`src/rtl/sram_like_bridge_pkg.sv`:
```
// Shared encodings for the sram_like_bridge: FSM state codes, transfer size codes
// and the decoded write-enable bundle used by the data path.
package sram_like_bridge_pkg;

  localparam int STRB_W = 4;

  localparam logic [2:0] BR_IDLE    = 3'd0;
  localparam logic [2:0] BR_D_REQ   = 3'd1;
  localparam logic [2:0] BR_D_WAIT  = 3'd2;
  localparam logic [2:0] BR_I_REQ   = 3'd3;
  localparam logic [2:0] BR_I_WAIT  = 3'd4;
  localparam logic [2:0] BR_RELEASE = 3'd5;

  localparam logic [1:0] SIZE_B = 2'd0;
  localparam logic [1:0] SIZE_H = 2'd1;
  localparam logic [1:0] SIZE_W = 2'd2;

  typedef struct packed {
    logic              wr;
    logic [1:0]        size;
    logic [STRB_W-1:0] wstrb;
  } wen_dec_t;

  // Width of the bundled shared-port request: req, wr, size, wstrb, addr, wdata.
  function automatic int mem_port_wd(input int addr_w, input int data_w);
    return 1 + 1 + 2 + STRB_W + addr_w + data_w;
  endfunction

endpackage

```
`src/rtl/sram_like_bridge_if.sv`:
```
// Shared handshaked memory port: request side driven by the bridge (master),
// addr_ok/data_ok/rdata returned by the memory system (slave).
interface sram_like_bridge_if
  import sram_like_bridge_pkg::*;
#(
  parameter int ADDR_W = 32,
  parameter int DATA_W = 32
) ();

  // Handshake: a request is held with all fields stable while mem_req=1 and is
  // accepted in the cycle mem_addr_ok=1; its completion is the later cycle with
  // mem_data_ok=1, when mem_rdata is valid for reads. One transaction outstanding.
  logic              mem_req;
  logic              mem_wr;
  logic [1:0]        mem_size;
  logic [STRB_W-1:0] mem_wstrb;
  logic [ADDR_W-1:0] mem_addr;
  logic [DATA_W-1:0] mem_wdata;
  logic              mem_addr_ok;
  logic              mem_data_ok;
  logic [DATA_W-1:0] mem_rdata;

  modport master (
    output mem_req, mem_wr, mem_size, mem_wstrb, mem_addr, mem_wdata,
    input  mem_addr_ok, mem_data_ok, mem_rdata
  );

  modport slave (
    input  mem_req, mem_wr, mem_size, mem_wstrb, mem_addr, mem_wdata,
    output mem_addr_ok, mem_data_ok, mem_rdata
  );

endinterface

```
`src/rtl/sram_like_bridge_wen_size_dec.sv`:
```
// Combinational decode of core byte write enables into write flag, transfer
// size and byte strobes for the shared memory port.
module sram_like_bridge_wen_size_dec
  import sram_like_bridge_pkg::*;
(
  input  logic [STRB_W-1:0] i_wen,
  output wen_dec_t          o_dec
);

  always_comb begin
    o_dec.wr    = |i_wen;
    o_dec.wstrb = i_wen;
    // Irregular multi-byte patterns fall back to a word access.
    case (i_wen)
      4'b0000, 4'b1111:                   o_dec.size = SIZE_W;
      4'b0011, 4'b1100:                   o_dec.size = SIZE_H;
      4'b0001, 4'b0010, 4'b0100, 4'b1000: o_dec.size = SIZE_B;
      default:                            o_dec.size = SIZE_W;
    endcase
  end

endmodule

```
`src/rtl/sram_like_bridge.sv`:
```
// Bridges the core's single-cycle inst/data SRAM ports onto one handshaked memory
// port, data access first, stalling the core until every access of the cycle is done.
module sram_like_bridge
  import sram_like_bridge_pkg::*;
#(
  parameter int ADDR_W = 32,
  parameter int DATA_W = 32
) (
  input  logic              clk,
  input  logic              rst,

  input  logic              inst_sram_en,
  input  logic [STRB_W-1:0] inst_sram_wen,
  input  logic [ADDR_W-1:0] inst_sram_addr,
  input  logic [DATA_W-1:0] inst_sram_wdata,
  output logic [DATA_W-1:0] inst_sram_rdata,

  input  logic              data_sram_en,
  input  logic [STRB_W-1:0] data_sram_wen,
  input  logic [ADDR_W-1:0] data_sram_addr,
  input  logic [DATA_W-1:0] data_sram_wdata,
  output logic [DATA_W-1:0] data_sram_rdata,

  output logic              stallreq_mem,
  output logic [2:0]        dbg_state,

  sram_like_bridge_if.master mem
);

  logic [2:0]        r_state;
  logic [2:0]        w_state_nxt;

  logic              r_inst_en;
  logic              r_data_en;
  logic [ADDR_W-1:0] r_inst_addr;
  logic [ADDR_W-1:0] r_data_addr;
  logic [STRB_W-1:0] r_data_wen;
  logic [DATA_W-1:0] r_data_wdata;
  logic [DATA_W-1:0] r_inst_rdata;
  logic [DATA_W-1:0] r_data_rdata;

  logic              w_any_en;
  logic              w_capture;
  logic              w_data_done;
  logic              w_inst_done;
  wen_dec_t          w_dec;

  // Fetch is always a read, so the inst write fields are intentionally dropped.
  logic              w_unused;
  assign w_unused = ^{inst_sram_wen, inst_sram_wdata};

  assign w_any_en    = inst_sram_en | data_sram_en;
  assign w_capture   = (r_state == BR_IDLE) && w_any_en;
  assign w_data_done = (r_state == BR_D_WAIT) && mem.mem_data_ok;
  assign w_inst_done = (r_state == BR_I_WAIT) && mem.mem_data_ok;

  sram_like_bridge_wen_size_dec u_wen_size_dec (
    .i_wen (r_data_wen),
    .o_dec (w_dec)
  );

  always_comb begin
    w_state_nxt = r_state;
    case (r_state)
      BR_IDLE:    if (w_any_en) w_state_nxt = data_sram_en ? BR_D_REQ : BR_I_REQ;
      BR_D_REQ:   if (mem.mem_addr_ok) w_state_nxt = BR_D_WAIT;
      BR_D_WAIT:  if (mem.mem_data_ok) w_state_nxt = r_inst_en ? BR_I_REQ : BR_RELEASE;
      BR_I_REQ:   if (mem.mem_addr_ok) w_state_nxt = BR_I_WAIT;
      BR_I_WAIT:  if (mem.mem_data_ok) w_state_nxt = BR_RELEASE;
      BR_RELEASE: w_state_nxt = BR_IDLE;
      default:    w_state_nxt = BR_IDLE;
    endcase
  end

  always_ff @(posedge clk or posedge rst) begin
    if (rst) begin
      r_state <= BR_IDLE;
    end else begin
      r_state <= w_state_nxt;
    end
  end

  // The core's request is latched once in IDLE; later changes while stalled are ignored.
  always_ff @(posedge clk or posedge rst) begin
    if (rst) begin
      r_inst_en    <= 1'b0;
      r_data_en    <= 1'b0;
      r_inst_addr  <= '0;
      r_data_addr  <= '0;
      r_data_wen   <= '0;
      r_data_wdata <= '0;
    end else if (w_capture) begin
      r_inst_en    <= inst_sram_en;
      r_data_en    <= data_sram_en;
      r_inst_addr  <= inst_sram_addr;
      r_data_addr  <= data_sram_addr;
      r_data_wen   <= data_sram_wen;
      r_data_wdata <= data_sram_wdata;
    end
  end

  always_ff @(posedge clk or posedge rst) begin
    if (rst) begin
      r_inst_rdata <= '0;
      r_data_rdata <= '0;
    end else begin
      if (w_data_done && r_data_en && !w_dec.wr) r_data_rdata <= mem.mem_rdata;
      if (w_inst_done) r_inst_rdata <= mem.mem_rdata;
    end
  end

  always_comb begin
    mem.mem_req   = 1'b0;
    mem.mem_wr    = 1'b0;
    mem.mem_size  = SIZE_B;
    mem.mem_wstrb = '0;
    mem.mem_addr  = '0;
    mem.mem_wdata = '0;
    case (r_state)
      BR_D_REQ: begin
        mem.mem_req   = 1'b1;
        mem.mem_wr    = w_dec.wr;
        mem.mem_size  = w_dec.size;
        mem.mem_wstrb = w_dec.wstrb;
        mem.mem_addr  = r_data_addr;
        mem.mem_wdata = r_data_wdata;
      end
      BR_I_REQ: begin
        mem.mem_req  = 1'b1;
        mem.mem_size = SIZE_W;
        mem.mem_addr = r_inst_addr;
      end
      default: ;
    endcase
  end

  always_comb begin
    stallreq_mem = 1'b0;
    case (r_state)
      BR_IDLE:                                     stallreq_mem = w_any_en;
      BR_D_REQ, BR_D_WAIT, BR_I_REQ, BR_I_WAIT:    stallreq_mem = 1'b1;
      default:                                     stallreq_mem = 1'b0;
    endcase
  end

  assign inst_sram_rdata = r_inst_rdata;
  assign data_sram_rdata = r_data_rdata;
  assign dbg_state       = r_state;

  a_req_hold: assert property (@(posedge clk) disable iff (rst)
    (mem.mem_req && !mem.mem_addr_ok) |=> (mem.mem_req &&
      $stable({mem.mem_wr, mem.mem_size, mem.mem_wstrb, mem.mem_addr, mem.mem_wdata})));

  a_release_once: assert property (@(posedge clk) disable iff (rst)
    (r_state == BR_RELEASE) |=> (r_state == BR_IDLE));

  a_state_legal: assert property (@(posedge clk) disable iff (rst)
    (r_state <= BR_RELEASE));

endmodule

```
`src/flat_wrapper.sv`:
```
// flat-port wrapper written by rule: the top's interface ports become plain ports
module sram_like_bridge_flat import sram_like_bridge_pkg::*;
#(
  parameter int ADDR_W = 32,
  parameter int DATA_W = 32
)
  (clk, rst, inst_sram_en, inst_sram_wen, inst_sram_addr, inst_sram_wdata, inst_sram_rdata, data_sram_en, data_sram_wen, data_sram_addr, data_sram_wdata, data_sram_rdata, stallreq_mem, dbg_state, mem_mem_req, mem_mem_wr, mem_mem_size, mem_mem_wstrb, mem_mem_addr, mem_mem_wdata, mem_mem_addr_ok, mem_mem_data_ok, mem_mem_rdata);
  sram_like_bridge_if #(.ADDR_W(ADDR_W), .DATA_W(DATA_W)) mem_i ();
  input  logic clk;
  input  logic rst;
  input  logic inst_sram_en;
  input  logic [STRB_W-1:0] inst_sram_wen;
  input  logic [ADDR_W-1:0] inst_sram_addr;
  input  logic [DATA_W-1:0] inst_sram_wdata;
  output logic [DATA_W-1:0] inst_sram_rdata;
  input  logic data_sram_en;
  input  logic [STRB_W-1:0] data_sram_wen;
  input  logic [ADDR_W-1:0] data_sram_addr;
  input  logic [DATA_W-1:0] data_sram_wdata;
  output logic [DATA_W-1:0] data_sram_rdata;
  output logic stallreq_mem;
  output logic [2:0] dbg_state;
  output wire logic [$bits(mem_i.mem_req)-1:0] mem_mem_req;
  output wire logic [$bits(mem_i.mem_wr)-1:0] mem_mem_wr;
  output wire logic [$bits(mem_i.mem_size)-1:0] mem_mem_size;
  output wire logic [$bits(mem_i.mem_wstrb)-1:0] mem_mem_wstrb;
  output wire logic [$bits(mem_i.mem_addr)-1:0] mem_mem_addr;
  output wire logic [$bits(mem_i.mem_wdata)-1:0] mem_mem_wdata;
  input wire logic [$bits(mem_i.mem_addr_ok)-1:0] mem_mem_addr_ok;
  input wire logic [$bits(mem_i.mem_data_ok)-1:0] mem_mem_data_ok;
  input wire logic [$bits(mem_i.mem_rdata)-1:0] mem_mem_rdata;
  assign mem_mem_req = mem_i.mem_req;
  assign mem_mem_wr = mem_i.mem_wr;
  assign mem_mem_size = mem_i.mem_size;
  assign mem_mem_wstrb = mem_i.mem_wstrb;
  assign mem_mem_addr = mem_i.mem_addr;
  assign mem_mem_wdata = mem_i.mem_wdata;
  assign mem_i.mem_addr_ok = mem_mem_addr_ok;
  assign mem_i.mem_data_ok = mem_mem_data_ok;
  assign mem_i.mem_rdata = mem_mem_rdata;
  sram_like_bridge #(.ADDR_W(ADDR_W), .DATA_W(DATA_W)) u_core (.clk(clk), .rst(rst), .inst_sram_en(inst_sram_en), .inst_sram_wen(inst_sram_wen), .inst_sram_addr(inst_sram_addr), .inst_sram_wdata(inst_sram_wdata), .inst_sram_rdata(inst_sram_rdata), .data_sram_en(data_sram_en), .data_sram_wen(data_sram_wen), .data_sram_addr(data_sram_addr), .data_sram_wdata(data_sram_wdata), .data_sram_rdata(data_sram_rdata), .stallreq_mem(stallreq_mem), .dbg_state(dbg_state), .mem(mem_i));
endmodule
```
`config.mk`:
```
export PLATFORM = sky130hd
export DESIGN_NAME = sram_like_bridge_flat
export DESIGN_NICKNAME = d
export VERILOG_FILES = /design/src/rtl/sram_like_bridge_pkg.sv /design/src/rtl/sram_like_bridge_if.sv /design/src/rtl/sram_like_bridge_wen_size_dec.sv /design/src/rtl/sram_like_bridge.sv /design/src/flat_wrapper.sv
export SDC_FILE = /design/constraint.sdc
export NUM_CORES = 1
export LEC_CHECK = 0
export BUFFER_PORTS_ARGS = -buffer_cell sky130_fd_sc_hd__clkbuf_2
export CORE_MARGIN = 4
export CORE_UTILIZATION = 49
export CTS_CLUSTER_DIAMETER = 50
export DETAILED_ROUTE_END_ITERATION = 8
export GPL_TIMING_DRIVEN = 1
export PLACE_DENSITY_LB_ADDON = 0.25
export REMOVE_ABC_BUFFERS = 1
export SYNTH_ARGS = -nofsm -noshare
export SYNTH_HDL_FRONTEND = slang
export SYNTH_SLANG_ARGS = --single-unit
export TNS_END_PERCENT = 50
```
`constraint.sdc`:
```
create_clock -name clk -period 6.4 [get_ports clk]
set_input_delay 0.64 -clock clk [delete_from_list [all_inputs] [get_ports clk]]
set_output_delay 0.64 -clock clk [all_outputs]
set_load 0.01 [all_outputs]
```
# Word level (Yosys, flattened, before mapping)
# Memories as Yosys holds them, arrays and structs flattened.
# Index checks and enable logic that the tools add are counted.
totals:
  reg_bits: 169
  mem_bits_ro: 32
  n_memories: 1
  in_bits: 174
  out_inout_bits: 140
  word_cells: 46
mem_list:
  columns: ["memory", "words", "width", "rd", "rd_clocked_by_memory_dff", "wr", "line", "rtl"]
  rows:
  - ["(no name shown)", 16, 2, 1, 0, 0, "sram_like_bridge_wen_size_dec.sv:14", "case (i_wen)"]
classes:
  reduce_logical: 11
  n_bitwise: 1
  muxes: 15
  eq_ne: 9
op_table:
  columns: ["cell", "count"]
  rows:
  - ["$pmux W32 S2", 1]
  - ["$mux W32", 1]
  - ["$mux W3", 6]
  - ["$pmux W3 S5", 1]
  - ["$ne A2 B2 Y1 const B", 4]
  - ["$reduce_or A4 Y1", 2]
  - ["$eq A3 B2 Y1 const B", 2]
  - ["$logic_and A1 B1 Y1", 5]
  - ["$reduce_and A5 Y1", 1]
  - ["$mux W4", 1]
  - ["$pmux W2 S2", 1]
  - ["$eq A3 B1 Y1 const B", 1]
  - ["$eq A3 B3 Y1 const B", 1]
  - ["$logic_not A3 Y1", 1]
  - ["$mux W1", 2]
  - ["$mux W2", 1]
  - ["$ne A2 B1 Y1 const B", 1]
  - ["$pmux W1 S2", 1]
  - ["$reduce_or A2 Y1", 1]
  - ["$logic_not A1 Y1", 1]
  - ["$or A1 B1 Y1", 1]

# Longest topological paths before layout
# Gate-level depths: netlist of the first run.
depth:
  ltp_word: 4
  mapped_depth: 6
  ltp_nobuf: 5

# Modules after synthesis
# From an unflattened synthesis of the first run, not the netlist that was laid out.
hier_totals:
  hier_cells: 513
  hier_area_um2: 7353.3
modules_own_cells:
  columns: ["module", "n_inst", "seq_area_each_um2", "area_per_inst_um2", "cells_each"]
  rows:
  - ["sram_like_bridge", 1, 4229.1, 7280.7, 502]
  - ["sram_like_bridge_wen_size_dec", 1, 0.0, 72.6, 11]

# Worst setup path after synthesis of the first run
# OpenSTA, ideal clock, no wires.
synth_path:
  kind: "reg-to-output"
  start: "reg u_core.r_state[2] (netlist: u_core.dbg_state[2])"
  end: "out mem_mem_wdata[10]"
  path_stages_with_launch: 6
  arrival_time_ns: 1.331
  path_slack_ns: 4.429
  path_cell_list: "dfrtp_1 nand2b_1 buf_2 nor2_2 clkbuf_1 and2_1"
synth_via:
  elab_chain_len: 2
synth_rtl:
  columns: ["element", "line", "rtl"]
  rows:
  - ["start: declaration", "sram_like_bridge.sv:30", "logic [2:0] r_state;"]
  - ["start signal: assignment", "sram_like_bridge.sv:79", "r_state <= w_state_nxt;"]
  - ["$eq A3 B1 Y1", "sram_like_bridge.sv:119", "case (r_state)"]
  - ["$mux W32", "sram_like_bridge.sv:119", null]
  - ["end: declaration", "flat_wrapper.sv:28", "output wire logic [$bits(mem_i.mem_wdata)-1:0] mem_mem_wdata;"]
# Every way passes these cells.

# Worst setup path after layout of the first run
layout_path:
  start: "reg u_core.r_state[2] (netlist: u_core.dbg_state[2])"
  end: "out mem_mem_wdata[26]"
# The elaborated chain is that of the path after synthesis.

==> results.sh, run 1 <==
export IMPL_crit_fanout=36
export IMPL_drt_wl_total_um=17840
export IMPL_reg2reg_slack_ps=3110
export IMPL_dr_pass1_iters=4
export IMPL_cts_root_buf="clkbuf_16"
export IMPL_required_ps=5760
export IMPL_cts_setup_buffers=0
export IMPL_die_h_um=135.5
export IMPL_cts_buffers=17
export IMPL_final_area_mm2=0.009886
export IMPL_min_period_ps=3622
export IMPL_yosysTopAreaCell="dfrtp_1"
export IMPL_placed_area_mm2=0.009264
export IMPL_grt_pass1_wl_um=28580
export IMPL_drc=0
export IMPL_grt_use_total_pct=19.69
export IMPL_ant_nets=0
export IMPL_wl_per_cell_um=17.66
export IMPL_setup_viol=0
export IMPL_clock_sinks=169
export IMPL_fillCellCount=1286
export IMPL_start_util_pct=50.12
export IMPL_cts_buffer_depth=2
export IMPL_rows=46
export IMPL_finalSetupTns_ps=0
export IMPL_antenna_cells=0
export IMPL_die_w_um=135.5
export IMPL_htreeDepth=4
export IMPL_nets=956
export IMPL_power_per_cell_area_mw_per_mm2=521.0
export IMPL_maxCapViolCount=0
export IMPL_ir_drop_uv=214.7
export IMPL_grt_pass1_vias=5492
export IMPL_synth_area_leaders="dfrtp_1, mux2_4, mux2_2, mux2i_1, buf_12"
export IMPL_reg2reg_from="u_core.dbg_state[1]"
export IMPL_async_flop_share_pct=100.0
export IMPL_avgSynthCellArea_um2=15.52
export IMPL_rsz0062_at_grt="false"
export IMPL_core_area_mm2=0.01589
export IMPL_period_share_pct=56.60
export IMPL_crit_type="reg -> out"
export IMPL_status="completed"
export IMPL_grt_overflow_total=0
export IMPL_layout_common_cells="clkbuf_2, dfrtp_1, mux2_4"
export IMPL_hpwlAfterDp_um=12710
export IMPL_multiInputGateArea_mm2=0.003331
export IMPL_clock_skew_ps=8.061
export IMPL_yosysWarnings=0
export IMPL_area_growth_pct=24.17
export IMPL_synth_ff_type="dfrtp_1"
export IMPL_max_slew_margin_pct=25.67
export IMPL_drive_gt1_share_pct=60.33
export IMPL_ys_ff_latch=169
export IMPL_drt_iter0_drc=153
export IMPL_port_buffers=277
export IMPL_worst_pin_slew_ps=1115
export IMPL_p_total_w=0.005151
export IMPL_critPathLaunchType="flip-flop"
export IMPL_synth_edf_count=0
export IMPL_ys_seq_area_share_pct=53.12
export IMPL_seqCellArea_mm2=0.004230
export IMPL_final_max_slew_violation_count=0
export IMPL_dieArea_mm2=0.01835
export IMPL_antenna_found_initial=0
export IMPL_postCtsHoldBufs=0
export IMPL_hold_viol_final=0
export IMPL_viasPerCell=4.963
export IMPL_yosys_area_top_type_share_pct=53.12
export IMPL_synth_cell_type_count=38
export IMPL_reg2reg_depth=5
export IMPL_r2r_end="u_core.r_data_wdata[15]"
export IMPL_ios=314
export IMPL_crit_start="u_core.dbg_state[2]"
export IMPL_worstPathArrival_ps=2980
export IMPL_grt_max_degree=86
export IMPL_cts_resized=0
export IMPL_syn_instance_count=513
export IMPL_hp_class="in -> async"
export IMPL_gp_congestion=0.7964
export IMPL_cts_clk_slew_worst_paths_ps=60
export IMPL_power_leakage_nw=5.100
export IMPL_timing_fmax_mhz=276.1
export IMPL_insertion_delay_ps=420
export IMPL_cts_tree="yes"
export IMPL_final_common_cell="clkbuf_2"
export IMPL_cp_end_kind="output port"
export IMPL_netlist_area_mm2=0.007961
export IMPL_via_count=5013
-- flip-flops by register name (all words and copies together) (netlist names) --
signal and cells:
u_core.r_data_addr 32, u_core.dbg_state 3, u_core.inst_sram_rdata 32, u_core.r_data_wdata 32
u_core.r_data_en 1, u_core.data_sram_rdata 32, u_core.r_inst_addr 32, u_core.r_data_wen 4
u_core.r_inst_en 1
-- power by group --
| group | total [W] | switching (W) | internal (W) |
|---|---|---|---|
| logic | 0.00220 | 0.000957 | 0.00124 |
| registers | 0.00187 | 0.000305 | 0.00156 |
| clock network | 0.00108 | 0.000418 | 0.000665 |
| total | 0.00515 | 0.00168 | 0.00347 |
-- synthesized netlist by cell type (2+ instances only) --
cell	number
dfrtp_1	169
a221oi_1	2
buf_6	5
nand2b_1	4
a22o_1	2
mux2_1	4
clkbuf_1	4
nor2_1	36
buf_12	14
a211oi_1	2
inv_1	3
a21oi_1	4
a21o_1	2
buf_2	7
and2_1	36
mux2i_1	32
nand2_1	4
buf_1	2
nor2b_1	2
mux2_4	130
mux2_2	30
nor3_1	2
nor4_1	2
-- layer usage --
layer	share of wire, %	routed length [µm]	up-vias	track usage, %
met1	42	7497	2488	24.41
met4	1.8	318	0	7.223
met3	7.7	1378	24	6.501
li1	-	-	2308	-
met5	0	0	-	0
met2	48	8644	193	32.30
-- worst max-delay path by stage --
stage	to	cells past startpoint	slack, ps
after floorplan	u_core.data_sram_rdata[0]	1	1180
after global placement	u_core.r_data_wdata[30]	5	3140
after detailed placement	u_core.r_data_wdata[18]	5	3090
after CTS	mem_mem_wdata[26]	4	2680
after global routing	mem_mem_wdata[26]	4	2450
final	mem_mem_wdata[26]	4	2780
-- area by class of cell --
class	count	area share, %
clock buffer	21	4.556
clock inverter	11	1.734
inverter	3	0.1645
multi-input combinational	309	33.69
sequential	169	42.79
tap	216	2.734
timing repair buffer	281	14.33
-- cells by family (layout without fill, tap and decap cells) --
family	Yosys count	after routing	share of synthesized area (%)
xor gates and xnor gates	1	1	0.1100
adders and majority gates	1	1	0.1571
and+or+nand+nor	93	93	6.396
muxes	196	196	33.35
buffers and inverters	35	316	5.092
DFF	169	169	53.12
AOI/OAI and AO/OA	18	18	1.776
-- worst max-delay path: stages, from the launching register on --
cell	delay [ps]
dfrtp_1	540
nand2b_2	650
nor2_2	970
and2_1	240
clkbuf_2	140
-- per-stage QoR --
stage | setup slack, ps | utilization, % | hold WS [ps] | instances
floorplan | 1185 | - | 458.4 | 481
global placement | 3142 | 58.32 | 465.5 | 978
detailed placement | 3093 | 58.32 | 482.8 | 978
CTS | 2679 | 62.23 | 384.2 | 1010
global route | 2453 | 62.23 | 417.8 | 1010
finish | 2778 | 62.23 | 339.1 | 1010
Note: power is estimated with default switching activity, not from simulation.
==> inputs of run 2 (changes only) <==
==> constraint.sdc (replaced) <==
create_clock -name clk -period 3.45 [get_ports clk]
set_input_delay 0.345 -clock clk [delete_from_list [all_inputs] [get_ports clk]]
set_output_delay 0.345 -clock clk [all_outputs]
set_load 0.01 [all_outputs]
==> run 2 against run 1 <==
Net effect:
- die area unchanged
- sequential power increased by 88%
- critical endpoint is now mem_mem_wdata[18]
- highest routed layer unchanged
- clock skew increased by 1.7 ps
- combinational power increased by 84%
- wire length increased by 2.0%
- largest cell class unchanged
==> results.sh, run 2 (same netlist as run 1, synthesis figures left out) <==
export IMPL_rows=46
export IMPL_crit_fanout=36
export IMPL_postCtsHoldBufs=0
export IMPL_cp_slowest_cell="nor2_2"
export IMPL_period_share_pct=79.68
export IMPL_crit_buf_inv=1
export IMPL_max_slew_margin_pct=32.92
export IMPL_setup_viol=0
export IMPL_die_h_um=135.5
export IMPL_cts_clk_slew_worst_paths_ps=70
export IMPL_cts_buffers=17
export IMPL_ios=314
export IMPL_start_util_pct=50.12
export IMPL_layout_common_cells="clkbuf_2, dfrtp_1, mux2_4"
export IMPL_hpwlAfterDp_um=12990
export IMPL_grt_pass1_wl_um=28790
export IMPL_worstPathArrival_ps=2400
export IMPL_port_buffers=277
export IMPL_wl_per_cell_um=17.94
export IMPL_core_area_mm2=0.01589
export IMPL_final_max_slew_violation_count=0
export IMPL_ir_drop_uv=474.8
export IMPL_hold_ws_ps=30.55
export IMPL_crit_type="reg -> out"
export IMPL_htreeDepth=4
export IMPL_critPathLaunchType="flip-flop"
export IMPL_finalSetupTns_ps=0
export IMPL_ant_nets=0
export IMPL_drt_wl_total_um=18190
export IMPL_crit_family="simple AND/OR/NAND/NOR gates"
export IMPL_nets=960
export IMPL_hp_class="in -> async"
export IMPL_cp_end_kind="output port"
export IMPL_power_leakage_nw=5.135
export IMPL_power_per_cell_area_mw_per_mm2=966.5
export IMPL_die_w_um=135.5
export IMPL_cp_cell_sequence="nand2b_2, nor2_2, and2_1, clkbuf_2"
export IMPL_drive_gt1_share_pct=60.78
export IMPL_drt_iter0_drc=163
export IMPL_fillCellCount=1261
export IMPL_cts_tree="yes"
export IMPL_slowest_delay_ps=770
export IMPL_hold_viol_final=0
export IMPL_cts_setup_buffers=0
export IMPL_grt_use_total_pct=19.81
export IMPL_timing_fmax_mhz=363.8
export IMPL_status="completed"
export IMPL_antenna_cells=0
export IMPL_insertion_delay_ps=420
export IMPL_final_common_cell="clkbuf_2"
export IMPL_required_ps=3110
export IMPL_antenna_found_initial=0
export IMPL_drc=0
export IMPL_worst_pin_slew_ps=1005
export IMPL_area_growth_pct=25.04
export IMPL_dieArea_mm2=0.01835
export IMPL_grt_max_degree=77
export IMPL_cts_buffer_depth=2
export IMPL_dr_pass1_iters=7
export IMPL_rsz0062_at_grt="false"
export IMPL_clock_skew_ps=9.767
export IMPL_viasPerCell=5.001
export IMPL_cts_resized=0
export IMPL_maxCapViolCount=0
export IMPL_grt_overflow_total=0
export IMPL_clock_sinks=169
export IMPL_cts_root_buf="clkbuf_16"
export IMPL_gp_congestion=0.7861
export IMPL_min_period_ps=2749
export IMPL_grt_pass1_vias=5568
export IMPL_via_count=5071
[run 2: cell types whose count changed in the layout (fill, tap and decap cells not counted), sizes merged]
cell	change
clkbuf	-2
buf	+4
clkinv	-1
inv	+3
[run 2: worst paths after layout]
check / start / to / slack [ps] / cells past startpoint
setup / recovery: u_core.dbg_state[2] / mem_mem_wdata[18] / 700 / 4
hold / removal: rst / u_core.data_sram_rdata[2] / 30 / 2
setup reg to reg: u_core.dbg_state[1] / u_core.r_data_addr[22] / 1120 / 4
hold reg to reg: u_core.inst_sram_rdata[26] / u_core.inst_sram_rdata[26] / 500 / 1
max in group asynchronous: rst / u_core.r_data_addr[0] / 2530 / 3
min in group clk: data_sram_addr[26] / u_core.r_data_addr[26] / 150 / 2
[run 2: area by class of cell]
class | count | area (µm²) | share of cell area (%)
clock buffers | 19 | 442.9 | 4.449
clock inverters | 13 | 192.7 | 1.936
inverters | 3 | 16.27 | 0.1634
multi-input cells | 309 | 3331 | 33.46
flip-flops and latches | 169 | 4230 | 42.50
well taps | 216 | 270.3 | 2.715
repair buffers | 285 | 1471 | 14.78
[run 2: layer usage]
layer	vias to the layer above	part of all wire [%]	track usage (%)
met5	-	0	0
met4	0	1.8	6.271
met3	23	8.5	6.872
met2	194	48	33.24
met1	2532	42	24.10
li1	2322	-	-
[run 2: through the flow]
step	util, %	cell area, µm²	instances	power (W)	setup slack, ps
after floorplan	-	7567	481	0.006328	-1470
after global placement	58.66	9319	982	0.007475	1156
after detailed placement	58.66	9319	982	0.007626	1103
after CTS	62.67	9955	1014	0.009722	640.6
after global routing	62.67	9955	1014	0.01017	468.9
final	62.67	9955	1014	0.009621	700.9
[run 2: worst register-to-register path: stages, from the launching register on]
cell and delay, ps:
dfrtp_2 630, nor3_4 360, o21a_4 360, buf_4 490, mux2_4 370
[run 2: where the power goes]
| group | switching (W) | internal, W |
|---|---|---|
| sequential | 0.000622 | 0.00290 |
| combinational | 0.00174 | 0.00231 |
| clock | 0.000807 | 0.00124 |
==> inputs of run 3 (changes only) <==
--- a/config.mk
+++ b/config.mk
@@ -7,7 +7,7 @@
 export LEC_CHECK = 0
 export BUFFER_PORTS_ARGS = -buffer_cell sky130_fd_sc_hd__clkbuf_2
 export CORE_MARGIN = 4
-export CORE_UTILIZATION = 49
+export CORE_UTILIZATION = 44
 export CTS_CLUSTER_DIAMETER = 50
 export DETAILED_ROUTE_END_ITERATION = 8
 export GPL_TIMING_DRIVEN = 1
==> constraint.sdc (replaced) <==
create_clock -name clk -period 2.5 [get_ports clk]
set_input_delay 0.25 -clock clk [delete_from_list [all_inputs] [get_ports clk]]
set_output_delay 0.25 -clock clk [all_outputs]
set_load 0.01 [all_outputs]
==> run 3 against run 2 <==
Net effect:
- setup slack worse by 470 ps
- sequential power increased by 36%
- worst hold slack better by 32 ps
- design area is 0.59% higher
- clock power up 29%
- via count is 0.24% lower
- core utilization shrank 5.6 points
- flip-flop and latch count is the same
- final cell count grew 1.4%
- largest power group unchanged
- highest routed layer unchanged
==> results.sh, run 3 (same netlist as run 1, synthesis figures left out) <==
export IMPL_status="completed"
export IMPL_crit_type="reg -> out"
export IMPL_layout_common_cells="clkbuf_2, dfrtp_1, mux2_4"
export IMPL_internal_power_w=0.008821
export IMPL_area_growth_pct=25.77
export IMPL_min_from="data_sram_wdata[16]"
export IMPL_ios=314
export IMPL_grt_pass1_wl_um=29010
export IMPL_clock_sinks=169
export IMPL_via_count=5059
export IMPL_core_area_mm2=0.01754
export IMPL_cts_clk_slew_worst_paths_ps=60
export IMPL_maxCapViolCount=0
export IMPL_hold_end="u_core.r_data_wdata[16]"
export IMPL_p_total_w=0.01316
export IMPL_period_share_pct=90.91
export IMPL_grt_use_total_pct=17.91
export IMPL_utilization_pct=57.10
export IMPL_drt_wl_total_um=18240
export IMPL_cp_end_kind="output port"
export IMPL_cp_slowest_cell="dfrtp_1"
export IMPL_worst_pin_slew_ps=612.0
export IMPL_reg2reg_slack_ps=450
export IMPL_cts_buffers=17
export IMPL_dr_pass1_iters=4
export IMPL_cts_buffer_depth=2
export IMPL_setup_viol=0
export IMPL_nets=965
export IMPL_instances_no_fill=1028
export IMPL_die_h_um=142.5
export IMPL_drive_gt1_share_pct=60.90
export IMPL_grt_busiest_layer="met2"
export IMPL_drt_iter0_drc=179
export IMPL_p_sw_w=0.004344
export IMPL_reg2reg_from="u_core.r_data_wen[1]"
export IMPL_power_leakage_nw=5.158
export IMPL_sw_frac_of_total_pct=33.00
export IMPL_viasPerCell=4.921
export IMPL_worstPathArrival_ps=2020
export IMPL_antenna_found_initial=0
export IMPL_p_comb_share_pct=43.5
export IMPL_grt_util_met2_pct=29.50
export IMPL_ir_drop_uv=636.9
export IMPL_max_slew_margin_pct=59.10
export IMPL_start_util_pct=45.40
export IMPL_holdPathStages=2
export IMPL_final_max_slew_violation_count=0
export IMPL_grt_pass1_vias=5700
export IMPL_cp_cell_sequence="nand2b_2, nor2_4, and2_1, clkbuf_2"
export IMPL_min_period_ps=2273
export IMPL_antenna_cells=0
export IMPL_met1_usage_pct=22.15
export IMPL_clock_skew_ps=6.990
export IMPL_cts_root_buf="clkbuf_16"
export IMPL_cts_tree="yes"
export IMPL_crit_family="simple AND/OR/NAND/NOR gates"
export IMPL_power_per_cell_area_mw_per_mm2=1315
export IMPL_final_common_cell="clkbuf_2"
export IMPL_hold_viol_final=0
export IMPL_timing_fmax_mhz=440.0
export IMPL_r2r_end="u_core.data_sram_rdata[14]"
export IMPL_p_clk_share_pct=20.1
export IMPL_crit_buf_inv=1
export IMPL_dieArea_mm2=0.02031
export IMPL_ant_nets=0
export IMPL_crit_fanout=36
export IMPL_hpwlAfterDp_um=13280
export IMPL_wl_per_cell_um=17.74
export IMPL_required_ps=2250
export IMPL_drc=0
export IMPL_reg2reg_depth=4
export IMPL_rows=48
export IMPL_dp_cells=995
export IMPL_port_buffers=277
export IMPL_grt_max_degree=50
export IMPL_slowest_delay_ps=600
export IMPL_rsz0062_at_grt="false"
export IMPL_critPathLaunchType="flip-flop"
export IMPL_gp_congestion=0.7974
export IMPL_grt_overflow_total=0
export IMPL_htreeDepth=4
export IMPL_die_w_um=142.5
export IMPL_met3_usage_pct=7.224
export IMPL_seq_power_share_pct=36.4
export IMPL_hp_class="in -> reg"
export IMPL_insertion_delay_ps=410
[run 3: cell types whose count changed in the layout (fill, tap and decap cells not counted), sizes merged]
cell / delta
buf: +4
bufinv: -2
clkbuf: +3
clkinv: +1
dlygate4sd3: +1
inv: -2
[run 3: worst max-delay path by stage]
stage | from | endpoint | cells after the start
after floorplan | rst | u_core.data_sram_rdata[0] | 1
final | u_core.dbg_state[0] | mem_mem_wdata[5] | 4
after global routing | u_core.dbg_state[0] | mem_mem_wdata[20] | 4
after detailed placement | u_core.dbg_state[0] | mem_mem_wdata[7] | 4
after CTS | u_core.dbg_state[0] | mem_mem_wdata[7] | 4
after global placement | u_core.dbg_state[0] | mem_mem_wstrb[0] | 4
[run 3: metrics by stage]
| step | area (µm²) | TNS (ps) | setup WS [ps] | hold WS, ps |
|---|---|---|---|---|
| after floorplan | 7567 | -506210 | -2325 | 384.7 |
| after global placement | 9398 | 0 | 368.0 | 299.6 |
| after detailed placement | 9398 | 0 | 301.3 | 308.2 |
| after CTS | 10010 | 0 | 184.6 | 41.13 |
| after global routing | 10010 | 0 | 37.22 | 38.47 |
| final | 10010 | 0 | 227.4 | 62.88 |
[run 3: repair_timing]
item                                    CTS  global route
hold buffers                              1             0
endpoints found under the hold margin    45             0
buffers inserted                          0             0
endpoints found under the setup margin   36             0
gates resized for setup                   1             0
[run 3: power by group through the flow]
stage / sequential [W] / clock (W) / combinational, W
2_1_floorplan: 0.00489 / 0 / 0.00384
3_3_place_gp: 0.00473 / 0 / 0.00566
3_5_place_dp: 0.00480 / 0 / 0.00581
4_1_cts: 0.00480 / 0.00271 / 0.00583
5_1_grt: 0.00496 / 0.00282 / 0.00619
6_report: 0.00480 / 0.00264 / 0.00573
[run 3: cell type report]
type	instances	area, µm²
well taps	225	281.5
clock buffers	22	484.2
inverters	3	16.27
multi-input cells	309	3336
clock inverters	10	116.4
flip-flops and latches	169	4230
fillers	1428	7523
repair buffers	290	1549
[run 3: per-layer routing]
| metal | share of wire [%] | vias to the layer above |
|---|---|---|
| met5 | 0 | - |
| met4 | 1.2 | 0 |
| met3 | 9.4 | 15 |
| met2 | 47 | 205 |
| met1 | 42 | 2515 |
| li1 | - | 2324 |
